`src/rtl/mpu_pkg.sv`:
```
// Shared MPU definitions for the store datapath.
// Holds the matrix sizing, the derived index/dimension widths, the store FSM
// state type and a helper that validates requested store dimensions.
package mpu_pkg;

   localparam int FP               = 32;
   localparam int M                = 2;
   localparam int N                = 2;
   localparam int MATRIX_REGISTERS = 16;

   localparam int RB = $clog2(MATRIX_REGISTERS);
   localparam int MB = $clog2(M + 1);
   localparam int NB = $clog2(N + 1);
   localparam int RW = (M > 1) ? $clog2(M) : 1;
   localparam int CW = (N > 1) ? $clog2(N) : 1;
   // Width of a flat row-major element index into the capture buffer.
   localparam int EW = (M * N > 1) ? $clog2(M * N) : 1;

   typedef enum logic [2:0] {
      ST_IDLE,
      ST_FETCH,
      ST_CAPTURE,
      ST_STREAM,
      ST_DONE
   } store_fsm_t;

   function automatic logic dims_legal(input logic [MB-1:0] m, input logic [NB-1:0] n);
      return (m != '0) && (n != '0) && (m <= MB'(M)) && (n <= NB'(N));
   endfunction

endpackage

```
`src/rtl/mpu_store_index_counter.sv`:
```
// Row/column beat counter for the store stream.
// Ports:
//   clk, rst    clock and synchronous active-low reset
//   clr         force row and col back to 0
//   adv         step to the next element in row-major order
//   m, n        active matrix dimensions (1..M, 1..N)
//   row, col    current element indices
//   last        current element is (m-1, n-1)
module store_index_counter
   import mpu_pkg::*;
(
   input  logic          clk,
   input  logic          rst,
   input  logic          clr,
   input  logic          adv,
   input  logic [MB-1:0] m,
   input  logic [NB-1:0] n,
   output logic [RW-1:0] row,
   output logic [CW-1:0] col,
   output logic          last
);

   logic [RW-1:0] row_q, row_d;
   logic [CW-1:0] col_q, col_d;
   logic          col_end;
   logic          row_end;

   // Wrap against the active width n, not the storage stride N.
   assign col_end = (NB'(col_q) == (n - NB'(1)));
   assign row_end = (MB'(row_q) == (m - MB'(1)));

   always_comb begin
      row_d = row_q;
      col_d = col_q;
      if (clr) begin
         row_d = '0;
         col_d = '0;
      end else if (adv) begin
         if (col_end) begin
            col_d = '0;
            row_d = row_q + RW'(1);
         end else begin
            col_d = col_q + CW'(1);
         end
      end
   end

   always_ff @(posedge clk) begin
      if (!rst) begin
         row_q <= '0;
         col_q <= '0;
      end else begin
         row_q <= row_d;
         col_q <= col_d;
      end
   end

   assign row  = row_q;
   assign col  = col_q;
   assign last = row_end && col_end;

endmodule

```
`src/rtl/mpu_store.sv`:
```
// MPU store datapath: fetches one matrix from the register file, captures it
// locally and streams it out one element per beat, row-major.
// Ports:
//   clk, rst                         clock, synchronous active-low reset
//   store_req/reg/m/n                store request and its operands
//   store_ready/done/error           handshake and status pulses
//   rf_rd_en/addr, rf_rd_data        register file read port (1-cycle latency)
//   out_valid/ready                  element stream handshake
//   out_element/row/col/last         element beat payload
module mpu_store
   import mpu_pkg::*;
(
   input  logic              clk,
   input  logic              rst,
   input  logic              store_req,
   input  logic [RB-1:0]     store_reg,
   input  logic [MB-1:0]     store_m,
   input  logic [NB-1:0]     store_n,
   output logic              store_ready,
   output logic              store_done,
   output logic              store_error,
   output logic              rf_rd_en,
   output logic [RB-1:0]     rf_rd_addr,
   input  logic [M*N*FP-1:0] rf_rd_data,
   output logic              out_valid,
   input  logic              out_ready,
   output logic [FP-1:0]     out_element,
   output logic [RW-1:0]     out_row,
   output logic [CW-1:0]     out_col,
   output logic              out_last
);

   store_fsm_t         state_q, state_d;
   logic [RB-1:0]      reg_q, reg_d;
   logic [MB-1:0]      m_q, m_d;
   logic [NB-1:0]      n_q, n_d;
   logic [M*N*FP-1:0]  mat_q, mat_d;
   logic               error_q, error_d;
   logic               cnt_clr, cnt_adv, cnt_last;
   logic [RW-1:0]      cnt_row;
   logic [CW-1:0]      cnt_col;
   logic [EW-1:0]      elem_idx;
   logic [FP-1:0]      elem [M*N];
   logic               streaming;

   for (genvar gi = 0; gi < M * N; gi++) begin : g_elem
      assign elem[gi] = mat_q[gi*FP +: FP];
   end

   store_index_counter u_cnt (
      .clk  (clk),
      .rst  (rst),
      .clr  (cnt_clr),
      .adv  (cnt_adv),
      .m    (m_q),
      .n    (n_q),
      .row  (cnt_row),
      .col  (cnt_col),
      .last (cnt_last)
   );

   always_comb begin
      state_d = state_q;
      reg_d   = reg_q;
      m_d     = m_q;
      n_d     = n_q;
      mat_d   = mat_q;
      error_d = 1'b0;
      cnt_clr = 1'b0;
      cnt_adv = 1'b0;
      unique case (state_q)
         ST_IDLE: begin
            if (store_req) begin
               if (dims_legal(store_m, store_n)) begin
                  reg_d   = store_reg;
                  m_d     = store_m;
                  n_d     = store_n;
                  state_d = ST_FETCH;
               end else begin
                  error_d = 1'b1;
               end
            end
         end
         ST_FETCH: state_d = ST_CAPTURE;
         ST_CAPTURE: begin
            // Only sampling point of rf_rd_data; later RF writes cannot leak in.
            mat_d   = rf_rd_data;
            cnt_clr = 1'b1;
            state_d = ST_STREAM;
         end
         ST_STREAM: begin
            if (out_ready) begin
               if (cnt_last) state_d = ST_DONE;
               else          cnt_adv = 1'b1;
            end
         end
         ST_DONE: state_d = ST_IDLE;
         default: state_d = ST_IDLE;
      endcase
   end

   always_ff @(posedge clk) begin
      if (!rst) begin
         state_q <= ST_IDLE;
         reg_q   <= '0;
         m_q     <= '0;
         n_q     <= '0;
         mat_q   <= '0;
         error_q <= 1'b0;
      end else begin
         state_q <= state_d;
         reg_q   <= reg_d;
         m_q     <= m_d;
         n_q     <= n_d;
         mat_q   <= mat_d;
         error_q <= error_d;
      end
   end

   // Stride is the storage width N, independent of the active n.
   assign elem_idx  = EW'(cnt_row) * EW'(N) + EW'(cnt_col);
   assign streaming = (state_q == ST_STREAM);

   assign store_ready = (state_q == ST_IDLE);
   assign store_done  = (state_q == ST_DONE);
   assign store_error = error_q;
   assign rf_rd_en    = (state_q == ST_FETCH);
   assign rf_rd_addr  = (state_q == ST_FETCH) ? reg_q : '0;
   assign out_valid   = streaming;
   assign out_element = streaming ? elem[elem_idx] : '0;
   assign out_row     = streaming ? cnt_row : '0;
   assign out_col     = streaming ? cnt_col : '0;
   assign out_last    = streaming && cnt_last;

endmodule

```
`config.mk`:
```
export PLATFORM = sky130hd
export DESIGN_NAME = mpu_store
export DESIGN_NICKNAME = d
export VERILOG_FILES = /design/src/rtl/mpu_pkg.sv /design/src/rtl/mpu_store_index_counter.sv /design/src/rtl/mpu_store.sv
export SDC_FILE = /design/constraint.sdc
export NUM_CORES = 1
export LEC_CHECK = 0
export CAP_MARGIN = 30
export CORE_UTILIZATION = 51
export DETAILED_ROUTE_END_ITERATION = 10
export PLACE_DENSITY = 0.94
export SETUP_SLACK_MARGIN = 0.3
export SLEW_MARGIN = 20
export SYNTH_ARGS = -nofsm -noshare
export SYNTH_HDL_FRONTEND = slang
export SYNTH_SLANG_ARGS = --single-unit
```
`constraint.sdc`:
```
create_clock -name clk -period 5.2 [get_ports clk]
set_input_delay 1.04 -clock clk [delete_from_list [all_inputs] [get_ports clk]]
set_output_delay 1.04 -clock clk [all_outputs]
set_load 0.02 [all_outputs]
```
==> reports/metrics.yaml, run 1 <==
cells_and_area:
  fillers: 796
  drive_above_1_share: 0.0902
  nets: 1004
  syn_to_final_growth_pct: 40.8
  diodes: 0
  fin_area_sq_um: 8530
worst_setup_path:
  cp_max_fo: 22
  worstSetupStartpointType: "register"
  cp-startpoint: "state_q[0]"
  cp_slowest_stage_delay_ns: 0.64
  crit_path_cell_trace: "nand3b_1 > buf_4 > nor2b_1 > clkdlybuf4s50_1"
  cp_top_family: "buffers and inverters"
  path_class: "register to primary output"
  crit_arrival_ns: 2.86
  endpoint_kind: "primary output"
  crit_buf_inv: 2
  r2r_start: "state_q[2]"
  cp.required_ns: 4.16
  crit_path_top_delay_cell: "clkdlybuf4s50_1"
timing:
  max_slew.worst_pin.slew_ns: 0.912
  rsz0062_at_grt: "no"
  fin_worst_skew_ns: 0.0118
  setup_tns_ns: 0
  whs_ns: 0.452
  setup_viol_count_final: 0
  final_max_slew_viol_count: 0
  relSlewSlack: 0.392
  finalCritPeriodShare: 0.749
  hold_viol_final: 0
  clock.fmax_ghz: 0.257
  period_needed_ns: 3.90
global_routing:
  grt_first_pass_wirelength_mm: 26.2
  grt_max_degree: 91
  grt_overflow: 0
  groute.usage.overall: 0.270
  antenna_found_initial: 0
  grt_pass1_vias: 5417
synthesis:
  synth-seq-cells: 142
  netlist_top_cells_area: "dfxtp_1, nand2_1, mux4_2"
  synth_top_cell_by_area: "dfxtp_1"
  syn_avg_cell_area_sq_um: 8.52
  ys_seq_area_frac: 0.469
  syn_inst: 711
  synth_top_area_frac: 0.469
  ys_warn_count: 0
  syn_nets: 851
  synthDistinctLibCells: 29
  netlist_area_sq_um: 6060
clock_network:
  htreeDepth: 4
  clk_pin_slew_ns: 0.06
  clk_latency_ns: 0.41
  clk_path_buf_depth: 2
  cts-root-buf: "clkbuf_16"
  cts_resized: 0
  cts_setup_buffers: 0
  cts_hold_buf: 0
  cts.sinks: 142
  cts_buffers: 17
  cts_tree: "built"
die:
  num_rows: 39
  core-area_sq_um: 11500
  die_h_um: 111
  initial_core_util: 0.526
  ios: 184
  dieWidth_um: 111
  die_area_sq_um: 12300
drt:
  drtAntennaViolNets: 0
  drc: 20
  firstDrtPassIters: 9
  routedWlPerCell_um: 15.6
  routed_wl_mm: 15.9
  routed-via-count: 5561
  drt_iter0_drc: 377
  vias_per_cell: 5.46
pwr:
  leakagePower_nw: 2.95
  p_per_area_nw_per_um2: 345
  ir_worst_vdd_uv: 232
placed_design:
  dp_hpwl_mm: 10.0
  portBuffers: 183
  place_congestion: 0.823
  place_area_sq_um: 7900
outcome:
  status: "complete, but fails checks"
  violations: "DRC"
job:
  drv_cap: 0
min_path:
  holdCritStartpoint: "mat_q[120]"
  hold_class: "register to register"
-- cell families (layout without fill, tap and decap cells) --
logic type / count (synthesis) / in the layout / synth area share
simple gates: 326 / 326 / 0.227
flops: 142 / 142 / 0.469
compound gates: 137 / 137 / 0.118
buf+inv: 63 / 228 / 0.0483
mux: 41 / 41 / 0.134
xor+xnor: 2 / 2 / 0.00289
-- sequential cells by signal, indices dropped and copies added (netlist names) --
register and flops:
m_q 2, state_q 3, reg_q 4, u_cnt.row 1, n_q 2, store_error 1, u_cnt.col 1, mat_q 128
-- cell usage in the layout (no fill, tap or decap), drive strengths merged, types with 2 or more instances in the layout --
| cell type | instances |
|---|---|
| clkinv | 3 |
| nor2b | 32 |
| clkinvlp | 3 |
| and2 | 5 |
| nor2 | 14 |
| nor3b | 4 |
| xor2 | 2 |
| mux2i | 9 |
| buf | 7 |
| clkbuf | 21 |
| nor3 | 3 |
| nand3 | 2 |
| mux4 | 32 |
| dfxtp | 142 |
| a211oi | 2 |
| and3b | 2 |
| nand2 | 260 |
| clkdlybuf4s50 | 183 |
| inv | 7 |
| bufinv | 4 |
| a21oi | 130 |
| or3 | 2 |
-- cell usage after synthesis --
cell type / instances
nand2_1: 260
nand3_1: 1
a21oi_1: 130
nor2b_1: 32
inv_2: 1
inv_1: 6
nor4b_2: 1
clkbuf_1: 19
or3_1: 2
nand3_2: 1
buf_4: 4
nor3_1: 3
a2111oi_2: 1
a211oi_1: 2
and3b_1: 2
nor2_1: 14
nor3b_1: 3
o22ai_2: 1
a211o_1: 1
o21a_1: 1
dfxtp_1: 142
xor2_1: 2
mux4_2: 32
nand3b_1: 1
and2_1: 5
o211ai_1: 1
buf_2: 33
mux2i_1: 9
nor3b_2: 1
-- final timing paths --
check	endpoint	slack, ns	cells after the start
hold / removal	mat_q[120]	0.45	2
hold reg to reg	mat_q[120]	0.45	2
setup / recovery	out_element[6]	1.30	4
setup reg to reg	mat_q[85]	2.79	4
-- worst register-to-register path, delay by kind of cell (launching register included) --
family	cells	cell delay, ns
buffers and inverters	1	0.72
DFF	1	0.62
AOI/OAI and AO/OA	1	0.20
and+or+nand+nor	2	0.80
-- area by class of cell --
type                    count  area, sq um  area share
clock buffers              21          470      0.0552
flip-flops and latches    142         2850       0.334
multi-input cells         506         2930       0.344
inverters                   7         28.8     0.00337
clock inverters            10          161      0.0189
repair buffers            190         1910       0.224
well taps                 143          179      0.0210
-- layer usage --
metal  wire length (um)  GRT usage
met1               6440      0.329
met2               7910      0.447
met3               1100     0.0689
met4                407      0.125
met5                  0          0
-- per-stage QoR --
stage          cells  power [W]  setup slack [ns]  utilization
6_report        1019    0.00295              1.30        0.741
5_1_grt         1019    0.00307              1.12        0.741
4_1_cts         1019    0.00295              1.27        0.741
3_5_place_dp     988    0.00166              1.73        0.686
3_3_place_gp     986    0.00165              1.75        0.682
2_1_floorplan    711    0.00149              2.69            -
-- power breakdown --
group / leakage (nW) / switching (W) / internal (W) / total [W]
clock: 0.301 / 0.000460 / 0.000837 / 0.00130
sequential: 1.15 / 0.0000517 / 0.00118 / 0.00123
combinational: 1.50 / 0.000212 / 0.000208 / 0.000420
Power figures use the tool's default switching activity.
==> run 2, diff against run 1 <==
CORE_UTILIZATION = 47   (was 51)
PLACE_DENSITY = 0.88   (was 0.94)
clock period = 3.6 ns   (was 5.2 ns; I/O delays follow)
==> run 2 against run 1 <==
The flow now finishes without violations. Hold slack worse by 0.0021 ns. Sequential cell count unchanged. Sequential share of layout area down 0.22 points. Clock power up 42%. Final area up 0.75%. First-iteration DRC count up 34%. Non-clock buffer count up 2. Critical path type unchanged. Critical endpoint is now out_element[31]. Largest cell class unchanged.
==> reports/metrics.yaml, run 2 (synthesis results as in run 1) <==
drt:
  firstDrtPassIters: 7  # -2
  routedWlPerCell_um: 15.2  # -2.5%
  drc: 0  # -100%
  drt_iter0_drc: 507  # +34%
  vias_per_cell: 5.15  # -5.6%
  routed-via-count: 5407  # -2.8%
  routed_wl_mm: 15.9  # +0.49%
  drtAntennaViolNets: 0  # unchanged
worst_setup_path:
  crit_path_top_delay_cell: "clkdlybuf4s50_1"
  cp_max_fo: 15  # -32%
  timing.rr.end: "mat_q[43]"
  crit_cells: 4  # unchanged
  crit_buf_inv: 2  # unchanged
  path_class: "register to primary output"
  cp_top_family: "buffers and inverters"
  endpoint_kind: "primary output"
  cp.required_ns: 2.88  # -1.28 ns
  worstSetupStartpointType: "register"
  cp-startpoint: "u_cnt.row"
  cp_slowest_stage_delay_ns: 0.55  # -0.09 ns
  r2r_start: "state_q[2]"
  reg2reg_slack_ns: 1.59  # -1.20 ns
  cp-endpoint: "out_element[31]"
  ff2ff_path_depth: 4  # unchanged
  crit_path_cell_trace: "buf_4 > mux4_2 > nor2b_1 > clkdlybuf4s50_1"
  crit_arrival_ns: 2.44  # -0.42 ns
die:
  die_area_sq_um: 13300  # +8.4%
  num_rows: 41  # +5.1%
  dieWidth_um: 116  # +4.1%
  core-area_sq_um: 12600  # +9.1%
  initial_core_util: 0.482  # -0.0440
  ios: 184  # unchanged
  die_h_um: 116  # +4.1%
placed_design:
  portBuffers: 183  # unchanged
  place_inst: 1019  # +3.1%
  place_ws_ns: 0.655  # -1.07 ns
  place_congestion: 0.767  # -6.8%
  dp_hpwl_mm: 10.3  # +3.1%
min_path:
  hold_class: "register to register"
cells_and_area:
  final_common_cell: "nand2_1"
  diodes: 0  # unchanged
  drive_above_1_share: 0.0888  # -0.00134
  stdcell_count: 1050  # +3.0%
  nets: 1006  # +0.20%
  syn_to_final_growth_pct: 41.8
  top_regs: "mat_q x128, reg_q x4, state_q x3"
  final_cell_mix: "nand2_1, clkdlybuf4s50_1, dfxtp_1"
  largest_register_ffs: 128  # unchanged
  regMostFlops: "mat_q"
clock_network:
  cts_buffers: 17  # unchanged
  cts_tree: "built"
  cts_hold_buf: 0  # unchanged
  htreeDepth: 4  # unchanged
  cts-root-buf: "clkbuf_16"
  cts.sinks: 142  # unchanged
  cts_setup_buffers: 0  # unchanged
  clk_latency_ns: 0.42  # about the same
  clk_pin_slew_ns: 0.05  # about the same
  clk_path_buf_depth: 2  # unchanged
global_routing:
  grt_first_pass_wirelength_mm: 25.4  # -3.1%
  antenna_found_initial: 0  # unchanged
  grt_overflow: 0  # unchanged
  groute.usage.overall: 0.250  # -0.0201
  grt_max_degree: 130  # +43%
  grt_pass1_vias: 5344  # -1.3%
timing:
  setup_viol_count_final: 0  # unchanged
  relSlewSlack: 0.474  # +0.0820
  final_max_slew_viol_count: 0  # unchanged
  finalCritPeriodShare: 0.877
  fin_worst_skew_ns: 0.00911  # -0.00266 ns
  setup_tns_ns: 0  # unchanged
  setup_slack_ns: 0.444  # -0.860 ns
  max_slew.worst_pin.slew_ns: 0.789  # -0.123 ns
  period_needed_ns: 3.16
  hold_viol_final: 0  # unchanged
  clock.fmax_ghz: 0.317
  rsz0062_at_grt: "no"
pwr:
  p_switching_w: 0.00100  # +39%
  power_frac_seq: 0.418  # about the same
  comb_power_share: 0.145  # +0.003
  p_per_area_nw_per_um2: 493  # +43%
  p_int_w: 0.00324  # +46%
  clock_power_share: 0.437  # -0.004
  leakagePower_nw: 2.98  # +0.86%
  switching_share: 0.237  # -0.00873
  ir_worst_vdd_uv: 407  # +75%
job:
  drv_cap: 0  # unchanged
outcome:
  status: "complete, no violations"
## run 2: worst reg2reg max path, delay by kind of cell (launching register included)
kind	cells	cell delay, ns
flops	1	0.57
compound gates	1	0.20
simple gates	2	0.76
buf+inv	1	0.39
## run 2: worst min path at each step
stage	start	endpoint	cells after the start
global route	mat_q[110]	mat_q[110]	2
finish	mat_q[65]	mat_q[65]	2
floorplan	mat_q[46]	mat_q[46]	2
CTS	mat_q[65]	mat_q[65]	2
global placement	mat_q[103]	mat_q[103]	2
detailed placement	mat_q[65]	mat_q[65]	2
## run 2: through the flow
step	total power, W	cell area (sq um)	utilization	hold slack, ns
6_report	0.00424	8590	0.684	0.450
5_1_grt	0.00442	8590	0.684	0.469
4_1_cts	0.00427	8590	0.683	0.454
3_5_place_dp	0.00242	7960	0.633	0.446
3_3_place_gp	0.00240	7960	0.633	0.439
2_1_floorplan	0.00216	6060	-	0.433
## run 2: timing repair
action	CTS	global route
endpoints found under the setup margin	10	1
resized for setup	1	1
pin swaps	0	0
## run 2: power by group through the flow
stage / Combinational (W) / Sequential [W] / Clock [W]
floorplan: 0.000381 / 0.00178 / 0
global placement: 0.000601 / 0.00180 / 0
detailed placement: 0.000616 / 0.00180 / 0
CTS: 0.000622 / 0.00177 / 0.00188
global route: 0.000679 / 0.00179 / 0.00195
finish: 0.000615 / 0.00177 / 0.00185
## run 2: layout make-up
cell class,count,area (sq um)
fillers,965,3980
multi-input cells,506,2930
flip-flops and latches,142,2850
repair buffers,192,1940
clock buffers,25,495
well taps,172,215
clock inverters,6,130
inverters,7,28.8
## run 2: per-layer routing
metal,share of wire,vias to the layer above,track usage
met5,0,-,0
met2,0.52,160,0.420
met4,0.024,0,0.0961
met3,0.052,35,0.0800
met1,0.41,2547,0.297
li1,-,2665,-
==> run 3, diff against run 2 <==
CTS_BUF_LIST = sky130_fd_sc_hd__clkbuf_16   (was default)
==> run 3 against run 2 <==
Hold slack got worse by 0.00077 ns. Maximum frequency fell by 0.10%. Sequential power barely moved. Register-to-register slack got worse by 0.03 ns. Sequential share of layout area rose by 0.16 points. Final cell count did not move. Via count rose by 0.52%.
==> reports/metrics.yaml, run 3 (synthesis results as in run 1) <==
global_routing:
  antenna_found_initial: 0  # unchanged
  grt_first_pass_wirelength_mm: 25.4  # about the same
  grt_overflow: 0  # unchanged
  groute.usage.overall: 0.250  # about the same
  grt_pass1_vias: 5327  # -0.32%
  grt_max_degree: 130  # unchanged
pwr:
  fin_total_pwr_w: 0.00414  # -2.4%
  clock_power_share: 0.423  # -0.014
  leakagePower_nw: 2.97  # -0.20%
  p_per_area_nw_per_um2: 484  # -2.0%
  p_switching_w: 0.00100  # -0.52%
  comb_power_share: 0.149  # +0.004
  p_int_w: 0.00314  # -3.0%
  power_frac_seq: 0.428  # +0.010
  switching_share: 0.242  # +0.00459
  ir_worst_vdd_uv: 406  # -0.28%
clock_network:
  htreeDepth: 4  # unchanged
  clk_pin_slew_ns: 0.05  # about the same
  cts_hold_buf: 0  # unchanged
  cts-root-buf: "clkbuf_16"
  clk_path_buf_depth: 2  # unchanged
  cts_setup_buffers: 0  # unchanged
  cts.sinks: 142  # unchanged
  cts_buffers: 17  # unchanged
  cts_tree: "built"
  clk_latency_ns: 0.41  # about the same
worst_setup_path:
  endpoint_kind: "primary output"
  cp_max_fo: 15  # unchanged
  worstSetupStartpointType: "register"
  cp.required_ns: 2.88  # about the same
  crit_arrival_ns: 2.44  # about the same
  path_class: "register to primary output"
timing:
  finalCritPeriodShare: 0.878  # +0.000910
  period_needed_ns: 3.16  # +0.00328 ns
  hold_viol_final: 0  # unchanged
  setup_tns_ns: 0  # unchanged
  relSlewSlack: 0.473  # -0.000563
  final_max_slew_viol_count: 0  # unchanged
  setup_viol_count_final: 0  # unchanged
  rsz0062_at_grt: "no"
  max_slew.worst_pin.slew_ns: 0.790  # +0.000846 ns
  fin_worst_skew_ns: 0.00510  # -0.00401 ns
  clock.fmax_ghz: 0.317  # -0.10%
cells_and_area:
  final_common_cell: "nand2_1"
  seq_area_sq_um: 2850  # unchanged
  top_regs: "mat_q x128, reg_q x4, state_q x3"
  largest_register_ffs: 128  # unchanged
  nets: 1006  # unchanged
  fillers: 974  # +0.93%
  drive_above_1_share: 0.0843  # -0.00456
  syn_to_final_growth_pct: 41.2
  diodes: 0  # unchanged
  multiInputGateArea_sq_um: 2930  # unchanged
  regMostFlops: "mat_q"
  final_cell_mix: "nand2_1, clkdlybuf4s50_1, dfxtp_1"
drt:
  routedWlPerCell_um: 15.2  # about the same
  routed-via-count: 5435  # +0.52%
  firstDrtPassIters: 6  # -1
  vias_per_cell: 5.18  # +0.52%
  drtAntennaViolNets: 0  # unchanged
  drc: 0  # unchanged
  drt_iter0_drc: 533  # +5.1%
  routed_wl_mm: 15.9  # about the same
die:
  ios: 184  # unchanged
  die_h_um: 116  # unchanged
  core-area_sq_um: 12600  # unchanged
  die_area_sq_um: 13300  # unchanged
  dieWidth_um: 116  # unchanged
  num_rows: 41  # unchanged
  initial_core_util: 0.482  # unchanged
outcome:
  status: "complete, no violations"
placed_design:
  place_congestion: 0.767  # unchanged
  portBuffers: 183  # unchanged
  dp_hpwl_mm: 10.3  # unchanged
job:
  drv_cap: 0  # unchanged
min_path:
  hold_class: "register to register"
## run 3: changes by cell type in the layout (fill, tap and decap cells not counted)
| cell | previous run | this run |
|---|---|---|
| clkbuf_1 | 4 | 0 |
| inv_1 | 5 | 9 |
| clkinv_1 | 0 | 4 |
| clkbuf_8 | 4 | 0 |
## run 3: path summary, 6_finish.rpt
kind / from / end / slack [ns] / depth (start not counted)
worst max-delay path: u_cnt.row / out_element[31] / 0.44 / 4
worst min-delay path: mat_q[67] / mat_q[67] / 0.45 / 2
worst max register to register: state_q[2] / mat_q[43] / 1.56 / 4
worst min register to register: mat_q[67] / mat_q[67] / 0.45 / 2
## run 3: cell type report
class                      count  area share
sequential                   142       0.333
multi-input combinational    506       0.343
clock buffer                  17      0.0497
tap                          172      0.0252
timing repair buffer         192       0.227
inverter                       7     0.00337
clock inverter                14      0.0187
## run 3: routing by layer
metal	GRT usage	share of wire
met1	0.299	0.40
met2	0.421	0.52
met3	0.0800	0.059
met4	0.0926	0.021
met5	0	0
## run 3: timing repair
item,4_1_cts,5_1_grt
cloned,0,0
gates resized for setup,1,1
setup endpoints to repair,11,1
endpoints found under the hold margin,0,0
## run 3: stage by stage
| step | setup WS [ns] | instances | hold WS (ns) | cell area, sq um | utilization |
|---|---|---|---|---|---|
| 2_1_floorplan | 1.41 | 711 | 0.433 | 6060 | - |
| 4_1_cts | 0.375 | 1050 | 0.454 | 8550 | 0.680 |
| 6_report | 0.441 | 1050 | 0.449 | 8550 | 0.680 |
| 3_5_place_dp | 0.655 | 1019 | 0.446 | 7960 | 0.633 |
| 5_1_grt | 0.327 | 1050 | 0.469 | 8550 | 0.680 |
| 3_3_place_gp | 0.697 | 1019 | 0.439 | 7960 | 0.633 |
## run 3: worst max-delay path: stages, from the launching register on
cell and delay (ns):
dfxtp_2 0.46, buf_4 0.33, mux4_2 0.52, nor2b_1 0.16
clkdlybuf4s50_1 0.56
## run 3: power by group through the flow
stage / sequential [W] / combinational, W / clock [W]
after floorplan: 0.00178 / 0.000381 / 0
after global placement: 0.00180 / 0.000601 / 0
after detailed placement: 0.00180 / 0.000616 / 0
after CTS: 0.00177 / 0.000622 / 0.00178
after global routing: 0.00179 / 0.000680 / 0.00185
final: 0.00177 / 0.000617 / 0.00175
